### src/rtl/camera_config_sequencer.sv
// rtl/camera_config_sequencer.sv - OV7670 register-table sequencer driving the SCCB/I2C command FSM
// Optional macro CAMERA_CFG_RETRY_EN enables per-entry resends after a NACK.
module camera_config_sequencer #(
   parameter int MAIN_CLOCK_FREQUENCY = 27_000_000,
   parameter int ROM_ADDR_WIDTH       = 8,
   parameter int MAX_RETRIES          = 3,
   parameter int XFER_TIMEOUT_CYCLES  = 2_700_000
) (
   input  logic                      clk,
   input  logic                      rst_n,
   input  logic                      start,
   input  logic                      i2c_init_done,
   input  logic                      i2c_device_rdy,
   input  logic                      i2c_error,
   output logic                      i2c_store_data,
   output logic                      i2c_send_data,
   output logic [7:0]                i2c_data,
   output logic [ROM_ADDR_WIDTH-1:0] rom_addr,
   input  logic [15:0]               rom_data,
   output logic                      busy,
   output logic                      cfg_done,
   output logic                      cfg_error,
   output logic [ROM_ADDR_WIDTH-1:0] err_index
);
   localparam int TICK_CYCLES = MAIN_CLOCK_FREQUENCY / 1000;

   typedef enum logic [3:0] {
      S_IDLE, S_ROM_WAIT, S_DECODE, S_WAIT_RDY1, S_STORE0, S_STORE1, S_STORE_END,
      S_WAIT_RDY2, S_SEND, S_WAIT_BUSY, S_WAIT_DONE, S_NEXT, S_DELAY, S_DONE, S_FAIL
   } state_t;

   state_t      state;
   logic        start_pend;
   logic [15:0] entry;
   logic [31:0] delay_cnt;
   logic [31:0] tmo_cnt;
   logic        tmo_hit;

`ifdef CAMERA_CFG_RETRY_EN
   localparam int RW = (MAX_RETRIES < 1) ? 1 : $clog2(MAX_RETRIES + 1);
   logic [RW-1:0] retry_cnt;
`endif

   // One shared watchdog for all four transfer waits; it is cleared whenever a wait is entered.
   assign tmo_hit = (tmo_cnt >= 32'(XFER_TIMEOUT_CYCLES - 1));

   always_ff @(posedge clk) begin
      if (!rst_n) begin
         state          <= S_IDLE;
         start_pend     <= 1'b0;
         entry          <= '0;
         delay_cnt      <= '0;
         tmo_cnt        <= '0;
         i2c_store_data <= 1'b0;
         i2c_send_data  <= 1'b0;
         i2c_data       <= '0;
         rom_addr       <= '0;
         busy           <= 1'b0;
         cfg_done       <= 1'b0;
         cfg_error      <= 1'b0;
         err_index      <= '0;
`ifdef CAMERA_CFG_RETRY_EN
         retry_cnt      <= '0;
`endif
      end else begin
         case (state)
            S_IDLE: begin
               if ((start || start_pend) && i2c_init_done) begin
                  start_pend <= 1'b0;
                  rom_addr   <= '0;
                  cfg_done   <= 1'b0;
                  cfg_error  <= 1'b0;
                  busy       <= 1'b1;
`ifdef CAMERA_CFG_RETRY_EN
                  retry_cnt  <= '0;
`endif
                  state      <= S_ROM_WAIT;
               end else if (start) begin
                  start_pend <= 1'b1;
               end
            end
            S_ROM_WAIT: state <= S_DECODE;
            S_DECODE: begin
               entry <= rom_data;
               if (rom_data == 16'hFFFF) begin
                  state <= S_DONE;
               end else if (rom_data[15:8] == 8'hFF) begin
                  delay_cnt <= 32'(rom_data[7:0]) * 32'(TICK_CYCLES);
                  state     <= S_DELAY;
               end else begin
                  tmo_cnt <= '0;
                  state   <= S_WAIT_RDY1;
               end
            end
            S_WAIT_RDY1: begin
               if (i2c_device_rdy) begin
                  i2c_store_data <= 1'b1;
                  i2c_data       <= entry[15:8];
                  state          <= S_STORE0;
               end else if (tmo_hit) state <= S_FAIL;
               else tmo_cnt <= tmo_cnt + 32'd1;
            end
            S_STORE0: begin
               i2c_data <= entry[7:0];
               state    <= S_STORE1;
            end
            S_STORE1: begin
               i2c_store_data <= 1'b0;
               state          <= S_STORE_END;
            end
            S_STORE_END: begin
               tmo_cnt <= '0;
               state   <= S_WAIT_RDY2;
            end
            S_WAIT_RDY2: begin
               if (i2c_device_rdy) begin
                  i2c_send_data <= 1'b1;
                  state         <= S_SEND;
               end else if (tmo_hit) state <= S_FAIL;
               else tmo_cnt <= tmo_cnt + 32'd1;
            end
            S_SEND: begin
               i2c_send_data <= 1'b0;
               tmo_cnt       <= '0;
               state         <= S_WAIT_BUSY;
            end
            S_WAIT_BUSY: begin
               if (!i2c_device_rdy) begin
                  tmo_cnt <= '0;
                  state   <= S_WAIT_DONE;
               end else if (tmo_hit) state <= S_FAIL;
               else tmo_cnt <= tmo_cnt + 32'd1;
            end
            S_WAIT_DONE: begin
               if (i2c_device_rdy) begin
                  if (!i2c_error) state <= S_NEXT;
`ifdef CAMERA_CFG_RETRY_EN
                  else if (retry_cnt < RW'(MAX_RETRIES)) begin
                     retry_cnt <= retry_cnt + 1'b1;
                     tmo_cnt   <= '0;
                     state     <= S_WAIT_RDY1;
                  end
`endif
                  else state <= S_FAIL;
               end else if (tmo_hit) state <= S_FAIL;
               else tmo_cnt <= tmo_cnt + 32'd1;
            end
            S_NEXT: begin
`ifdef CAMERA_CFG_RETRY_EN
               retry_cnt <= '0;
`endif
               // An unterminated table stops after its last addressable entry.
               if (&rom_addr) state <= S_DONE;
               else begin
                  rom_addr <= rom_addr + 1'b1;
                  state    <= S_ROM_WAIT;
               end
            end
            S_DELAY: begin
               if (delay_cnt <= 32'd1) state <= S_NEXT;
               else delay_cnt <= delay_cnt - 32'd1;
            end
            S_DONE: begin
               cfg_done <= 1'b1;
               busy     <= 1'b0;
               state    <= S_IDLE;
            end
            S_FAIL: begin
               cfg_error <= 1'b1;
               err_index <= rom_addr;
               busy      <= 1'b0;
               state     <= S_IDLE;
            end
            default: state <= S_IDLE;
         endcase
      end
   end
endmodule

### config.mk
export PLATFORM = sky130hd
export DESIGN_NAME = camera_config_sequencer
export DESIGN_NICKNAME = d
export VERILOG_FILES = /design/src/rtl/camera_config_sequencer.sv
export SDC_FILE = /design/constraint.sdc
export NUM_CORES = 1
export LEC_CHECK = 0
export CORE_UTILIZATION = 40
export CTS_CLUSTER_SIZE = 10
export DETAILED_ROUTE_END_ITERATION = 10
export PLACE_DENSITY = 0.65
export SYNTH_ARGS = -nofsm -noshare
export SYNTH_HDL_FRONTEND = slang
export SYNTH_SLANG_ARGS = --single-unit
### constraint.sdc
create_clock -name clk -period 6.25 [get_ports clk]
set_clock_uncertainty 0.1 [all_clocks]
set_input_delay 0.9375 -clock clk [delete_from_list [all_inputs] [get_ports clk]]
set_output_delay 0.9375 -clock clk [all_outputs]
set_load 0.005 [all_outputs]
Word-level counts from Yosys, hierarchy flattened
Index checks and enable logic that the tools add are counted.

Bits in registers: 114.

Multiplexer cells: 37. Equality and inequality tests: 26. Multipliers: 1. Reduce and logical (&&, ||, !) cells: 28. Order comparisons: 2. Add/sub/neg operators: 3.

Operator list (number): $mux W32 (8); $pmux W32 S4 (1); $pmux W32 S2 (1); $pmux W4 S13 (1); $mux W4 (10); $add A32 B1 Y32 const B (1); $ge A32 B22 Y1 const B (1); $le A32 B1 Y1 const B (1); $pmux W8 S2 (2); $sub A32 B1 Y32 const B (1); $eq A4 B4 Y1 const B (7); $mux W8 (3); $mul A8 B12 Y20 const B (1); $ne A2 B2 Y1 const B (10); $reduce_bool A2 Y1 (9); $eq A16 B16 Y1 const B (1); $eq A4 B3 Y1 const B (4); $reduce_and A2 Y1 (8); $pmux W1 S2 (5); $add A8 B1 Y8 const B (1); $eq A4 B2 Y1 const B (2); $eq A8 B8 Y1 const B (1); $reduce_and A4 Y1 (2); $reduce_and A8 Y1 (1); 10 further kinds (15).

Logic depth before layout (Yosys ltp)
Depth after elaboration: 4. Depth in mapped cells: 15.

Worst setup path after synthesis
OpenSTA, ideal clock, no wires.

Path kind: input -> register. Start: input rom_data[5]. End: register delay_cnt[20]. Arrival: 4513 ps. Buffers on the path: 0. Path slack: 1507 ps. Stages on the path: 14. Setup time: 130 ps. Cells stage by stage: fa_1 > inv_1 > fa_1 > inv_1 > fa_1 > fa_1 > ha_1 > a211oi_1 > nor2_1 > o31ai_1 > a31oi_1 > o41ai_1 > xor2_1 > a21oi_1.

Word-level cells in the longest chain between the ends: 4. Elaborated cells between the ends (all ways): 7. Those cells by class: mul: 1; eq/ne: 2; mux: 3; reduce/logical: 1.

Ends and longest elaborated chain: start: declaration (line 19) `input logic [15:0] rom_data,`; $mul A8 B12 Y20 (line 88) `delay_cnt <= 32'(rom_data[7:0]) * 32'(TICK_CYCLES);`; $mux W32 (line 87) `end else if (rom_data[15:8] == 8'hFF) begin`; $mux W32 (line 85) `if (rom_data == 16'hFFFF) begin`; $pmux W32 S2 (line 66) `case (state)`; end signal: assignment (line 88); end signal: assignment (line 161) `else delay_cnt <= delay_cnt - 32'd1;`; end: declaration (line 35) `logic [31:0] delay_cnt;`.

Several ways; a longest one is shown, not always the timed one. The select of a mux whose other input is x is not followed. A chain may end at the register's enable or synchronous reset.

Final worst setup path
Start: input rom_data[6]. End: register delay_cnt[22].

The elaborated chain is that of the path after synthesis.

==> metrics.csv <==
stage;metric;value;unit
logic_synthesis;top_reg_cell synth;dfxtp_1;
power_and_ir_drop;leakage power total;3.44;nW
logic_synthesis;fraction of registers with async set/reset;0;
place;RePlAce Congestion;0.842;
global_routing;initial antenna violation count;0;
detailed_routing;first-pass detailed-route iteration total;5;
timing;Final setup viols;0;
worst_setup_path;Top cell by count, worst path;fa_1;
cells_and_area;antenna fix cells;0;
cts;H-tree levels;4;
detailed_routing;# DRC;0;
timing;unrepaired setup endpoints after global routing;false;
place;DP HPWL;12700;um
power_and_ir_drop;VDD IR max;308;uV
place;dpl cells;1157;
min_path;Hold WC Path Type;reg2reg;
logic_synthesis;#FFs+latches synth;114;
logic_synthesis;Yosys top cell area share;0.309;
logic_synthesis;synth warn;0;
worst_setup_path;Top Family by Delay on Critical Path;adder cells;
logic_synthesis;synthesized net count;1018;
timing;fmax;0.189;GHz
cts;Max clock buf depth;2;
logic_synthesis;post-synth cell types;68;
detailed_routing;DR WL/cell;14.8;um
cts;CTS clk-pin slew, worst paths;0.06;ns
floorplan;site row count;49;
logic_synthesis;synthesized instance count;913;
global_routing;first-pass GRT wire length;28800;um
floorplan;Starting Density;0.410;
worst_setup_path;CP max stage cell;clkdlybuf4s50_1;
logic_synthesis;most used standard cell by instance count after synthesis;dfxtp_1;
power_and_ir_drop;Pwr per Cell Area;280;nW/um^2
global_routing;pin count of the biggest net entering global routing;55;
detailed_routing;via/cell ratio;5.45;
floorplan;die area;19000;um^2
logic_synthesis;Synth area leader;dfxtp_1;
global_routing;all-layer global routing usage;0.193;
worst_setup_path;CP arrival;5.45;ns
timing;hold slack;0.353;ns
timing;worst slew pin tran;1.28;ns
worst_setup_path;Req. time, crit path;6.40;ns
floorplan;CORE AREA;18000;um^2
cts;post-CTS sizing;0;
global_routing;vias in the first global route;5894;
cells_and_area;Layout area overhead;16.8;%
timing;Sum Neg Setup Slack;0;ns
cts;post-CTS setup-driven buffer insertion count;0;
worst_setup_path;CP Launch Type;input port;
worst_setup_path;Buf/Inv on CP;3;
global_routing;total grt overflow;0;
cells_and_area;Final nets;1052;
logic_synthesis;synthesized area;7400;um^2
cts;clock sinks;114;
cells_and_area;Finished Layout Cells;1189;
logic_synthesis;Post-synth EDFFs;0;
timing;slew margin rel.;0.140;
floorplan;Die Y-Extent;138;um
cts;hold buffer count at CTS;0;
cells_and_area;fraction of layout cells with a size suffix above 1;0.0531;
timing;minimum clock period;5.30;ns
timing;post-route clock period utilization;0.848;
detailed_routing;total wire length;17600;um
detailed_routing;Final ANT Viol Nets;0;
timing;Fin. Hold Viols;0;
cts;clock root cell;clkbuf_16;
floorplan;io pins;51;
cts;total CTS buffers;17;
logic_synthesis;synth cell count leaders;dfxtp_1, nand2_1, nor2_1;
worst_setup_path;Worst setup EP type;flop;
worst_setup_path;worst-path fanout max;7;
detailed_routing;DR vias;6478;
detailed_routing;DRT iter0 DRCs;448;
worst_setup_path;slowest stage delay, CP;0.64;ns
floorplan;chip width;138;um
worst_setup_path;CP Class;in2reg;
cts;CTS tree;built;
logic_synthesis;sequential fraction of the synthesis area;0.309;
cells_and_area;Core Util, Final;0.479;
cts;Clock Latency Late Sink;0.42;ns
logic_synthesis;top post-synthesis cells by area;dfxtp_1, ha_1, fa_1;
place;port bufs;50;
worst_setup_path;Cell Chain, Critical Path;clkdlybuf4s50_1 -> inv_1 -> ha_1 -> fa_1 -> inv_1 -> fa_1 -> fa_1 -> ha_1 -> a211oi_1 -> nor2_1 -> o31ai_1 -> nand3_1 -> a221oi_1 -> xnor2_1 -> o221ai_1;
timing;fin. max-slew vios;0;
flow_run;Max Cap Viol;0;
logic_synthesis;syn_area_per_cell;8.10;um^2
cells_and_area;Fillers;1814;
run_status;status;completed;
[worst register-to-register path, cell delays in order, from the launching register on]
cell and delay, ns:
dfxtp_1 0.35, nor4_1 0.55, nor2b_1 0.50, and4_1 0.44, o21a_1 0.63, nand2_1 0.11, a31oi_1 0.30, a211o_1 0.15
[state kept, by name (all words and copies together) (netlist names)]
| signal | count |
|---|---|
| busy | 1 |
| cfg_done | 1 |
| cfg_error | 1 |
| delay_cnt | 32 |
| entry | 16 |
| err_index | 8 |
| i2c_data | 8 |
| i2c_send_data | 1 |
| i2c_store_data | 1 |
| rom_addr | 8 |
| start_pend | 1 |
| state | 4 |
| tmo_cnt | 32 |
[where the power goes]
group	switching (mW)	internal (mW)	total (mW)
Combinational	0.422	0.309	0.731
Sequential	0.0155	0.738	0.753
Clock	0.363	0.572	0.935
[worst paths after layout]
path	startpoint	end	slack, ns	cells after the start
hold reg to reg	err_index[7]$_SDFFE_PN0P_	err_index[7]$_SDFFE_PN0P_	0.35	2
setup / recovery	rom_data[6]	delay_cnt[22]$_SDFFE_PN0P_	0.95	15
setup reg to reg	delay_cnt[18]$_SDFFE_PN0P_	delay_cnt[19]$_SDFFE_PN0P_	3.06	7
hold / removal	err_index[7]$_SDFFE_PN0P_	err_index[7]$_SDFFE_PN0P_	0.35	2
[cell usage in the layout, fill, tap and decap left out, types with 5 or more instances in the layout]
cell type / n
dfxtp_1: 114
nand2_1: 97
nor2_1: 87
inv_1: 79
a21oi_1: 72
ha_1: 58
clkdlybuf4s50_1: 50
o21ai_0: 46
nand3_1: 26
fa_1: 25
xnor2_1: 23
nor3_1: 19
xor2_1: 19
a211oi_1: 18
nor4_1: 17
and2_1: 17
clkbuf_16: 17
nand4_1: 14
a31oi_1: 11
or3_1: 9
nand2b_1: 9
mux2i_1: 9
o211ai_1: 7
or4_1: 6
and3_1: 6
nor2b_1: 6
clkinv_4: 6
o21a_1: 5
[cell type report]
type                    instances  area (um^2)  area share
multi-input cells             680         4660       0.539
clock inverters                13          128      0.0148
inverters                      80          300      0.0348
well taps                     229          287      0.0332
repair buffers                 54          531      0.0614
clock buffers                  19          453      0.0524
flip-flops and latches        114         2280       0.264
[cells by family (layout without fill, tap and decap cells)]
group / count (synthesis) / count (layout) / share of synthesized area
buffers and inverters: 119 / 166 / 0.0636
adders and majority gates: 84 / 84 / 0.167
and+or+nand+nor: 332 / 332 / 0.219
muxes: 9 / 9 / 0.0122
AOI/OAI and AO/OA: 213 / 213 / 0.180
DFF: 114 / 114 / 0.309
xor gates and xnor gates: 42 / 42 / 0.0497
[per-layer routing]
metal	part of all wire	vias up	track usage
met2	0.46	178	0.297
met4	0.0085	0	0.0713
met1	0.49	3005	0.269
met3	0.042	11	0.0325
li1	-	3284	-
met5	0	-	0
[stage by stage]
| step | area [um^2] | setup WS, ns | total power, mW |
|---|---|---|---|
| after floorplan | 7400 | 1.51 | 1.32 |
| after global placement | 8060 | 0.685 | 1.48 |
| after detailed placement | 8060 | 0.478 | 1.49 |
| after CTS | 8640 | 0.918 | 2.43 |
| after global routing | 8640 | 0.632 | 2.58 |
| final | 8640 | 0.949 | 2.42 |
Power figures use the tool's default switching activity.
